--- src/rtl/sc_pkg.sv ---
// Shared types and helpers for the stochastic-computing popcount accumulator.
// Build option: SC_BIPOLAR_EN selects bipolar (XNOR, signed) arithmetic.
package sc_pkg;

    typedef enum logic [1:0] {
        ACC,
        FLUSH,
        DONE
    } state_t;

    // Width needed to hold a popcount of 0..bitstream inclusive.
    function automatic int pc_width(input int bitstream);
        return $clog2(bitstream) + 1;
    endfunction

endpackage

--- src/rtl/sc_popcount.sv ---
// Combinational popcount of a bitstream, built as a balanced binary adder tree.
module sc_popcount
    import sc_pkg::*;
#(
    parameter int BITSTREAM = 64,
    parameter int PC_W      = pc_width(BITSTREAM)
) (
    input  logic [BITSTREAM-1:0] bits,
    output logic [PC_W-1:0]      count
);

    // Leaves are padded up to a power of two so every tree level is full.
    localparam int unsigned LEAVES = 2 ** $clog2(BITSTREAM);

    // Heap-ordered tree: node j sums children 2j+1 and 2j+2; node 0 is the root.
    function automatic logic [PC_W-1:0] tree_sum(input logic [LEAVES-1:0] v);
        logic [PC_W-1:0] node [2*LEAVES-1];
        int unsigned     j;
        for (int unsigned i = 0; i < LEAVES; i++) begin
            node[LEAVES-1+i] = PC_W'(v[i]);
        end
        for (int unsigned k = 0; k < LEAVES - 1; k++) begin
            j       = LEAVES - 2 - k;
            node[j] = node[2*j+1] + node[2*j+2];
        end
        return node[0];
    endfunction

    logic [LEAVES-1:0] padded;

    // Zero-extend the stream to the tree width and reduce it.
    always_comb begin
        padded = LEAVES'(bits);
        count  = tree_sum(padded);
    end

endmodule

--- src/rtl/sc_popcount_acc.sv ---
// Stochastic dot-product accumulator: per accepted beat, multiplies weight and
// activation bitstreams, popcounts the product and accumulates it with
// saturation; the final sum is held on a valid/ready output until consumed.
// Build option: SC_BIPOLAR_EN selects XNOR product and signed accumulation.
module sc_popcount_acc
    import sc_pkg::*;
#(
    parameter int BITSTREAM = 64,
    parameter int ACC_W     = 16
) (
    input  logic                 clk,
    input  logic                 rst,
    input  logic                 i_valid,
    output logic                 i_ready,
    input  logic                 i_last,
    input  logic [BITSTREAM-1:0] i_w_bits,
    input  logic [BITSTREAM-1:0] i_x_bits,
    output logic                 o_valid,
    input  logic                 o_ready,
    output logic [ACC_W-1:0]     o_sum,
    output logic                 o_ovf
);

    localparam int PC_W = pc_width(BITSTREAM);

    state_t               state;
    state_t               state_next;
    logic                 accept;
    logic                 handshake;
    logic [BITSTREAM-1:0] product;
    logic [PC_W-1:0]      pc;
    logic [PC_W-1:0]      pc_q;
    logic                 v_q;
    logic                 last_q;
    logic [ACC_W-1:0]     acc;
    logic [ACC_W-1:0]     acc_next;
    logic                 ovf;
    logic                 sat;
    logic [ACC_W:0]       sum_ext;

    assign accept    = i_valid & i_ready;
    assign handshake = o_valid & o_ready;
    assign o_sum     = acc;
    assign o_ovf     = ovf;

`ifdef SC_BIPOLAR_EN
    logic [PC_W:0] contrib;

    // Bipolar: XNOR product, contribution 2*pc - BITSTREAM, signed saturation.
    always_comb begin
        product  = ~(i_w_bits ^ i_x_bits);
        contrib  = {pc_q, 1'b0} - (PC_W+1)'(BITSTREAM);
        sum_ext  = {acc[ACC_W-1], acc} + {{(ACC_W-PC_W){contrib[PC_W]}}, contrib};
        sat      = sum_ext[ACC_W] ^ sum_ext[ACC_W-1];
        acc_next = sum_ext[ACC_W-1:0];
        if (sat) begin
            acc_next = sum_ext[ACC_W] ? {1'b1, {(ACC_W-1){1'b0}}}
                                      : {1'b0, {(ACC_W-1){1'b1}}};
        end
    end
`else
    // Unipolar: AND product, unsigned add clamped at all-ones.
    always_comb begin
        product  = i_w_bits & i_x_bits;
        sum_ext  = {1'b0, acc} + {{(ACC_W+1-PC_W){1'b0}}, pc_q};
        sat      = sum_ext[ACC_W];
        acc_next = sat ? '1 : sum_ext[ACC_W-1:0];
    end
`endif

    sc_popcount #(
        .BITSTREAM (BITSTREAM),
        .PC_W      (PC_W)
    ) u_popcount (
        .bits  (product),
        .count (pc)
    );

    // Stage 1: register the popcount of each accepted beat.
    always_ff @(posedge clk) begin
        if (rst) begin
            pc_q   <= '0;
            v_q    <= 1'b0;
            last_q <= 1'b0;
        end else begin
            v_q <= accept;
            if (accept) begin
                pc_q   <= pc;
                last_q <= i_last;
            end
        end
    end

    // Stage 2: saturating accumulate; cleared when the result is consumed.
    always_ff @(posedge clk) begin
        if (rst) begin
            acc <= '0;
            ovf <= 1'b0;
        end else if (handshake) begin
            acc <= '0;
            ovf <= 1'b0;
        end else if (v_q) begin
            acc <= acc_next;
            ovf <= ovf | sat;
        end
    end

    // FSM state register.
    always_ff @(posedge clk) begin
        if (rst) begin
            state <= ACC;
        end else begin
            state <= state_next;
        end
    end

    // FSM next-state and handshake outputs.
    always_comb begin
        state_next = state;
        i_ready    = 1'b0;
        o_valid    = 1'b0;
        case (state)
            ACC: begin
                i_ready = 1'b1;
                if (i_valid && i_last) begin
                    state_next = FLUSH;
                end
            end
            FLUSH: begin
                if (v_q && last_q) begin
                    state_next = DONE;
                end
            end
            DONE: begin
                o_valid = 1'b1;
                if (o_ready) begin
                    state_next = ACC;
                end
            end
            default: state_next = ACC;
        endcase
    end

endmodule

--- config.mk ---
export PLATFORM = sky130hd
export DESIGN_NAME = sc_popcount_acc
export DESIGN_NICKNAME = d
export VERILOG_FILES = /design/src/rtl/sc_pkg.sv /design/src/rtl/sc_popcount.sv /design/src/rtl/sc_popcount_acc.sv
export SDC_FILE = /design/constraint.sdc
export NUM_CORES = 1
export LEC_CHECK = 0
export CORE_ASPECT_RATIO = 0.9
export CORE_UTILIZATION = 49
export DETAILED_ROUTE_END_ITERATION = 7
export PLACE_DENSITY = 0.86
export RECOVER_POWER = 25
export SLEW_MARGIN = 20
export SYNTH_ARGS = -nofsm -noshare
export SYNTH_HDL_FRONTEND = slang
export SYNTH_SLANG_ARGS = --single-unit
--- constraint.sdc ---
create_clock -name clk -period 18.1 [get_ports clk]
set_input_delay 1.81 -clock clk [delete_from_list [all_inputs] [get_ports clk]]
set_output_delay 1.81 -clock clk [all_outputs]
set_load 0.01 [all_outputs]
* Word-level counts from Yosys, hierarchy flattened
Index checks and enable logic that the tools add are counted.
** Operators by class
- Add/sub/neg operators :: 64
- Equal/unequal tests :: 5
- Muxes and demuxes :: 7
- Bitwise operators :: 4
- Reductions and logical operators :: 5
** Operators with widths (number)
- $add 7x7->7 :: 31
- $add 1x1->2 :: 32
- $and 64x64->64 :: 1
- $add 16x7->17 :: 1
- $mux 16 :: 1
- $mux 2 :: 3
- $ne 2x2->1 const B :: 3
- $pmux 2 s3 :: 1
- $reduce_and 3->1 :: 1
- $and 1x1->1 :: 2
- $eq 2x1->1 const B :: 1
- $eq 2x2->1 const B :: 1
- $logic_and 1x1->1 :: 2
- $logic_not 2->1 :: 1
- $mux 1 :: 2
- $reduce_or 2->1 :: 1
- $or 1x1->1 :: 1
** Storage, ports and cells
- Register bits :: 28
- Input bits :: 133
- Word-level logic and storage cells :: 91

* Logic depth before layout (Yosys ltp)
Gate-level depths: netlist (run 1).
- Word-level depth :: 7
- Gate-level depth with buffers :: 23
- Gate-level depth less buffers :: 23

* Hierarchy
A second synthesis (run 1) with hierarchy kept.
** Unflattened totals
- Cells, all modules :: 391
- Area, all modules :: 3532.1 um^2
** By module, submodules not included
- sc_popcount_acc :: instances 1, cells each 219, area each 1803.0 um^2, seq. area each 560.5 um^2
- sc_popcount :: instances 1, cells each 172, area each 1729.2 um^2, seq. area each 0.0 um^2

* Worst setup path after synthesis (run 1)
Ideal clock, no wire load.
- Path type :: input-to-reg
- Start point :: input i_w_bits[62]
- End point :: register pc_q[5]
- Arrival :: 7.266 ns
- Data required time :: 18.029 ns
- Slack :: 10.764 ns
- Stages :: 22
- Path through :: and2_1 -> ha_1 -> inv_1 -> fa_1 -> inv_1 -> fa_1 -> inv_1 -> fa_1 -> inv_1 -> fa_1 -> inv_1 -> fa_1 -> fa_1 -> fa_1 -> inv_1 -> ha_1 -> fa_1 -> a21o_1 -> a21oi_1 -> xnor2_1 -> nand2_1 -> a21oi_1
** Between the ends
- Longest elaborated chain between the ends :: 7
** Ends and longest elaborated chain
- from (decl) :: RTL line sc_popcount_acc.sv:16 : input logic [BITSTREAM-1:0] i_w_bits,
- $and 64x64->64 :: RTL line sc_popcount_acc.sv:64 : product = i_w_bits & i_x_bits;
- $add 1x1->2 :: RTL line sc_popcount.sv:24 : node[j] = node[2*j+1] + node[2*j+2];
- $add 7x7->7 (5 in a row) :: RTL line sc_popcount.sv:24
- to (signal assigned) :: RTL line sc_popcount_acc.sv:88 : pc_q <= pc;
- to (decl) :: RTL line sc_popcount_acc.sv:32 : logic [PC_W-1:0] pc_q;
No other way between the ends.
A chain may end at the register's enable or synchronous reset.

* Final worst setup path (run 1)
Ends and elaborated chain as after synthesis.

==> summary.md, run 1 <==
| Metric | Value |
|---|---|
| Status | `complete, but fails checks` |
| Failing checks | `DRC` |
| Setup TNS | `0 ps` |
| Final design utilization | `71.0%` |
| Critical Path Fanout Max | `2` |
| Root Buffer | `clkbuf_8` |
| Worst path top cell family by delay | `adder cells` |
| Final net count | `840` |
| IO Port Bufs | `151` |
| Setup repair bufs after CTS | `0` |
| Final-report max-slew violation count | `0` |
| Clock slew at reported path FFs | `90 ps` |
| Chip width | `97.6 um` |
| Number of DRC markers in iteration 0 | `145` |
| # diodes | `0` |
| Min-delay src | `o_ovf` |
| Final HPWL DP | `8030 um` |
| # fillers | `591` |
| Final worst slack | `10430 ps` |
| FP Rows | `31` |
| Flop-to-flop setup slack | `15700 ps` |
| Async SR Flop Fraction | `0%` |
| Hold EP | `o_ovf` |
| DR vias | `3401` |
| Starting Density | `50.2%` |
| Leakage | `2.61 nW` |
| Final hold viol count | `0` |
| Post-synth EDFFs | `0` |
| Sequential area share after synthesis | `13.9%` |
| CP Class | `in -> reg` |
| Clock Sinks | `28` |
| Main synth FF type | `dfxtp_1` |
| CP required | `18310 ps` |
| Crit Reg-Reg Startpoint | `o_sum[0]` |
| Post-Syn Area | `0.00403 sq mm` |
| Share of cells above drive strength 1 | `1.51%` |
| Mapped Cells | `448` |
| Post-CTS sizing | `0` |
| Drt total wl | `8760 um` |
| Commonest non-fill, non-tap cell in the layout | `clkdlybuf4s50_1` |
| Fin crit period | `7670 ps` |
| All-Layer GR Usage | `21.0%` |
| H-tree level count | `1` |
| Pre-CTS setup slack | `10100 ps` |
| Buffers and inverters on the worst path | `7` |
| Power density over the cells | `134 mW/mm^2` |
| Synth Register Bits | `28` |
| Wire length per cell | `12.6 um` |
| Total of max-cap violations | `0` |
| CTS max path bufs | `2` |
| TritonCTS clock tree | `done` |
| Crit end category | `flip-flop` |
| Highest clock rate | `0.130 GHz` |
| Peak supply drop | `0.207 mV` |
| Worst path max stage delay | `550 ps` |
| Register Area | `561 sq um` |
| Worst setup startpoint | `i_w_bits[62]` |
| Gr ovfl total | `0` |
| Synth Net Count | `692` |
| First-pass GRT wire length | `14800 um` |
| Worst Hold Path Cells | `2` |
| Startpoint class of the critical path | `input pin` |
| CP dominant cell by count | `fa_1` |
| Period utilization | `42.4%` |
| Commonest non-fill, non-tap cells in the layout | `clkdlybuf4s50_1, inv_1, and2_1` |
| YS warnings | `0` |
| CTS Buf Count | `3` |
| Number of global-route vias before repair | `3544` |
| CP arrival | `7890 ps` |
| Yosys cell types | `42` |
| Latest clock arrival within the worst-skew pair | `280 ps` |
| RSZ-0062 raised after global routing | `false` |
| Mean post-synth cell area | `9.00 sq um` |
| CP cell instances | `clkdlybuf4s50_1 -> and2_1 -> ha_1 -> inv_1 -> fa_1 -> inv_1 -> fa_1 -> inv_1 -> fa_1 -> inv_1 -> fa_1 -> inv_1 -> fa_1 -> fa_1 -> fa_1 -> inv_1 -> ha_1 -> fa_1 -> a21o_1 -> a21oi_1 -> xnor2_1 -> nand2_1 -> a21oi_1` |
| Drt first pass iters | `6` |
| Drt drc | `4` |
| Reg-to-reg endpoint | `o_sum[15]` |
| Slowest-stage cell, CP | `fa_1` |
| Initial antenna violation count | `0` |
| Final Setup Violations | `0` |
| Worst-margin pin slew | `655 ps` |
| Global placement routability congestion | `0.854` |
| Io pins | `152` |
| Core area | `0.00803 sq mm` |
| Area Growth Syn to Fin | `41.4%` |
| Vias per inst | `4.90` |
| Worst Skew | `8.44 ps` |
| DIE AREA | `0.00860 sq mm` |
| R2R depth | `8` |
| ANT nets after route | `0` |
| Cts hold-fix bufs | `0` |
| Largest net degree at the start of global routing | `20` |
| Hold crit path type | `reg -> reg` |
| Multi-input gate area | `0.00305 sq mm` |
| Worst path depth | `23` |
| Slew HR | `56.4%` |
| Die span in y | `88.1 um` |
-- kinds of logic after synthesis --
| group | count (synthesis) | share of synthesized area, % |
|---|---|---|
| simple gates | 131 | 18.5 |
| flops | 28 | 13.9 |
| buf+inv | 111 | 10.5 |
| fa+ha+maj | 111 | 45.8 |
| xor+xnor | 5 | 1.09 |
| mux | 2 | 0.496 |
| compound gates | 60 | 9.77 |
-- flip-flops by register name (all words and copies together) (netlist names) --
name	flops
pc_q	7
last_q	1
o_ovf	1
o_sum	16
state	2
v_q	1
-- routing by layer --
metal  GRT usage [%]  wire length (um)
met2            41.8              4770
met5               0                 0
met1            25.0              3540
met3            2.47               383
met4            2.62                74
-- worst reg2reg max path, stage by stage, from the launching register on --
cell and delay [ps]:
dfxtp_1 370, ha_1 180, inv_1 60, fa_1 370, nor2b_1 250, o31ai_2 160
a211o_1 480, and4b_4 270, a211oi_2 190
-- layout make-up --
class	instances	area share, %
clock buffer	3	0.724
sequential	28	9.83
clock inverter	1	0.526
inverter	103	6.78
multi-input combinational	309	53.5
tap	99	2.17
timing repair buffer	151	26.5
-- synth_stat cells (3+ instances only) --
library cell / instances / area share, %
inv_1: 103 / 9.6
and2_1: 67 / 10
fa_1: 61 / 30
ha_1: 50 / 16
dfxtp_1: 28 / 14
a21oi_1: 24 / 3.0
nand2_1: 23 / 2.1
nor2_1: 11 / 1.0
nor3_1: 9 / 1.1
o21ai_0: 8 / 0.99
clkbuf_1: 5 / 0.47
a211oi_1: 4 / 0.74
a31oi_1: 4 / 0.62
nor2b_1: 4 / 0.62
xnor2_1: 4 / 0.87
a21o_1: 3 / 0.56
o21a_1: 3 / 0.56
-- worst max path at each step --
stage	end	slack, ps
after floorplan	pc_q[5]	10760
after global placement	pc_q[5]	10190
after detailed placement	pc_q[5]	10100
after CTS	pc_q[5]	10400
after global routing	pc_q[5]	10070
final	pc_q[5]	10430
-- per-stage QoR --
step | total power [mW] | cell area, sq um | instances | hold slack [ps]
2_1_floorplan | 0.587 | 4030 | 448 | 436
3_5_place_dp | 0.728 | 5630 | 690 | 446
5_1_grt | 0.885 | 5700 | 694 | 489
4_1_cts | 0.780 | 5700 | 694 | 459
3_3_place_gp | 0.695 | 5630 | 690 | 435
6_report | 0.764 | 5700 | 694 | 448
-- where the power goes --
part	switching, mW	total (mW)	internal [mW]
combinational	0.331	0.641	0.309
clock	0.0207	0.0504	0.0297
sequential	0.00430	0.0735	0.0692
total	0.356	0.764	0.408
(Power assumes the default switching activity.)
==> run 2, diff against run 1 <==
--- a/config.mk
+++ b/config.mk
@@ -6,9 +6,9 @@
 export NUM_CORES = 1
 export LEC_CHECK = 0
 export CORE_ASPECT_RATIO = 0.9
-export CORE_UTILIZATION = 49
+export CORE_UTILIZATION = 41
 export DETAILED_ROUTE_END_ITERATION = 7
-export PLACE_DENSITY = 0.86
+export PLACE_DENSITY = 0.76
 export RECOVER_POWER = 25
 export SLEW_MARGIN = 20
 export SYNTH_ARGS = -nofsm -noshare
==> constraint.sdc (replaced) <==
create_clock -name clk -period 6.7 [get_ports clk]
set_input_delay 0.67 -clock clk [delete_from_list [all_inputs] [get_ports clk]]
set_output_delay 0.67 -clock clk [all_outputs]
set_load 0.01 [all_outputs]
==> run 2 against run 1 <==
Effect of this change: the run now ends clean; via count down 0.32%; clock-buffer cell count unchanged; sequential share of layout area is 0.083 points lower; core utilization fell by 9.4 points; register-to-register slack worse by 11000 ps; final cell count up 3.5%.
==> summary.md, run 2 (same netlist as run 1, synthesis figures left out) <==
| Metric | Value |
|---|---|
| Slew HR | `56.8% (was 56.4%)` |
| Drt drc | `0 (was 4)` |
| Commonest non-fill, non-tap cells in the layout | `clkdlybuf4s50_1, inv_1, and2_1 (unchanged)` |
| Chip width | `107 um (was 97.6 um)` |
| Peak supply drop | `0.478 mV (was 0.207 mV)` |
| # diodes | `0 (unchanged)` |
| DP Area | `0.00567 sq mm (was 0.00563 sq mm)` |
| Gr ovfl total | `0 (unchanged)` |
| Number of DRC markers in iteration 0 | `78 (was 145)` |
| ANT nets after route | `0 (unchanged)` |
| First-pass GRT wire length | `14400 um (was 14800 um)` |
| Final net count | `841 (was 840)` |
| Latest clock arrival within the worst-skew pair | `280 ps (about the same)` |
| Internal Pwr Total | `1.13 mW (was 0.408 mW)` |
| CP required | `6910 ps (was 18310 ps)` |
| Number of global-route vias before repair | `3433 (was 3544)` |
| # fillers | `820 (was 591)` |
| Pre-CTS setup slack | `-187 ps (was 10100 ps)` |
| Root Buffer | `clkbuf_8 (unchanged)` |
| Largest register FFs | `16 (unchanged)` |
| Sequential group share of total power | `9.4% (was 9.6%)` |
| Flop-to-flop setup slack | `4310 ps (was 15700 ps)` |
| Final HPWL DP | `8100 um (was 8030 um)` |
| Setup repair bufs after CTS | `0 (unchanged)` |
| Net Sw Frac | `45.8% (was 46.6%)` |
| Clock Sinks | `28 (unchanged)` |
| Crit end category | `flip-flop (unchanged)` |
| Hold EP | `last_q (was o_ovf)` |
| Vias per inst | `4.72 (was 4.90)` |
| Min-delay src | `last_q (was o_ovf)` |
| Gate power share | `84.1% (was 83.8%)` |
| Setup TNS | `0 ps (unchanged)` |
| Fin crit period | `6440 ps` |
| TritonCTS clock tree | `done (unchanged)` |
| Hold WS | `465 ps (was 448 ps)` |
| Worst Skew | `15.3 ps (was 8.44 ps)` |
| Global placement routability congestion | `0.784 (was 0.854)` |
| Status | `complete, no violations (was complete, but fails checks)` |
| Clock slew at reported path FFs | `90 ps (about the same)` |
| Final Setup Violations | `0 (unchanged)` |
| CTS max path bufs | `2 (unchanged)` |
| Starting Density | `43.2% (was 50.2%)` |
| Highest clock rate | `0.155 GHz` |
| Power density over the cells | `364 mW/mm^2 (was 134 mW/mm^2)` |
| Largest net degree at the start of global routing | `20 (unchanged)` |
| FP Rows | `33 (was 31)` |
| Worst setup startpoint | `i_w_bits[63] (was i_w_bits[62])` |
| Switching power | `0.959 mW (was 0.356 mW)` |
| Worst-margin pin slew | `648 ps (was 655 ps)` |
| Final design utilization | `61.7% (was 71.0%)` |
| Period utilization | `96.1%` |
| Critical Path Fanout Max | `2 (unchanged)` |
| DIE AREA | `0.0102 sq mm (was 0.00860 sq mm)` |
| Total of max-cap violations | `0 (unchanged)` |
| H-tree level count | `1 (unchanged)` |
| Io pins | `152 (unchanged)` |
| Final hold viol count | `0 (unchanged)` |
| Drt total wl | `8700 um (was 8760 um)` |
| Startpoint class of the critical path | `input pin (unchanged)` |
| Area Growth Syn to Fin | `42.6% (was 41.4%)` |
| Final-report max-slew violation count | `0 (unchanged)` |
| Wire length per cell | `12.1 um (was 12.6 um)` |
| Hold crit path type | `reg -> reg (unchanged)` |
| CTS Buf Count | `3 (unchanged)` |
| Final worst slack | `261 ps (was 10430 ps)` |
| Drt first pass iters | `4 (was 6)` |
| Commonest non-fill, non-tap cell in the layout | `clkdlybuf4s50_1 (unchanged)` |
| Initial antenna violation count | `0 (unchanged)` |
| Die span in y | `96.1 um (was 88.1 um)` |
| Design Area, Final | `0.00575 sq mm (was 0.00570 sq mm)` |
| Layout Cells excl Fill | `718 (was 694)` |
| Core area | `0.00933 sq mm (was 0.00803 sq mm)` |
| Clock share of power | `6.4% (was 6.6%)` |
| Crit Reg-Reg Startpoint | `o_sum[0] (unchanged)` |
| Reg-to-reg endpoint | `o_sum[15] (unchanged)` |
| R2R depth | `8 (unchanged)` |
| Worst Hold Path Cells | `2 (unchanged)` |
| Dpl cells | `714 (was 690)` |
| Share of cells above drive strength 1 | `2.35% (was 1.51%)` |
| IO Port Bufs | `151 (unchanged)` |
| CP arrival | `6650 ps (was 7890 ps)` |
| All-Layer GR Usage | `17.2% (was 21.0%)` |
| DR vias | `3390 (was 3401)` |
| Leakage | `2.62 nW (was 2.61 nW)` |
| CP Class | `in -> reg (unchanged)` |
| Power, Total | `2.09 mW (was 0.764 mW)` |
## run 2: cell count changes in the layout (fill, tap and decap cells not counted), sizes merged
cell,before,now
buf,0,1
## run 2: layer usage
layer  routed length [um]  track usage [%]  up-vias
li1                     -                -     1714
met1                 3580             21.5     1586
met2                 4720             32.9       88
met3                  368             2.23        2
met4                   21             2.05        0
met5                    0                0        -
## run 2: repair_timing
item                       CTS  global route
setup endpoints to repair    0             1
resized for setup            0             4
hold buffers                 0             0
## run 2: layout make-up
class | instances | area, sq um | area share (%)
multi-input cells | 309 | 3060 | 53.2
clock inverters | 1 | 30.0 | 0.522
clock buffers | 3 | 41.3 | 0.718
repair buffers | 152 | 1520 | 26.4
inverters | 103 | 387 | 6.72
well taps | 122 | 153 | 2.65
flip-flops and latches | 28 | 561 | 9.74
## run 2: worst max-delay path by stage
stage,end,slack (ps)
after global routing,pc_q[5],-5
after CTS,pc_q[5],100
final,pc_q[5],260
after global placement,pc_q[5],-50
after floorplan,pc_q[5],500
after detailed placement,pc_q[5],-190
## run 2: power groups by stage
stage / Clock (mW) / Sequential [mW] / Combinational (mW)
6_report: 0.135 / 0.198 / 1.76
5_1_grt: 0.147 / 0.200 / 2.10
4_1_cts: 0.138 / 0.198 / 1.77
3_5_place_dp: 0 / 0.202 / 1.78
3_3_place_gp: 0 / 0.201 / 1.73
2_1_floorplan: 0 / 0.199 / 1.39
## run 2: worst max-delay path, cell delays in order
cell and delay (ps):
clkdlybuf4s50_1 400, and2_1 160, ha_1 270, inv_1 50, fa_1 540, inv_1 60, fa_1 550, inv_1 80
fa_1 540, inv_1 60, fa_1 530, inv_1 60, fa_1 440, fa_1 470, fa_1 550, inv_1 40
ha_1 220, fa_2 350, a21o_1 170, a21oi_2 130, xnor2_1 130, nand2_1 90, a21oi_2 120
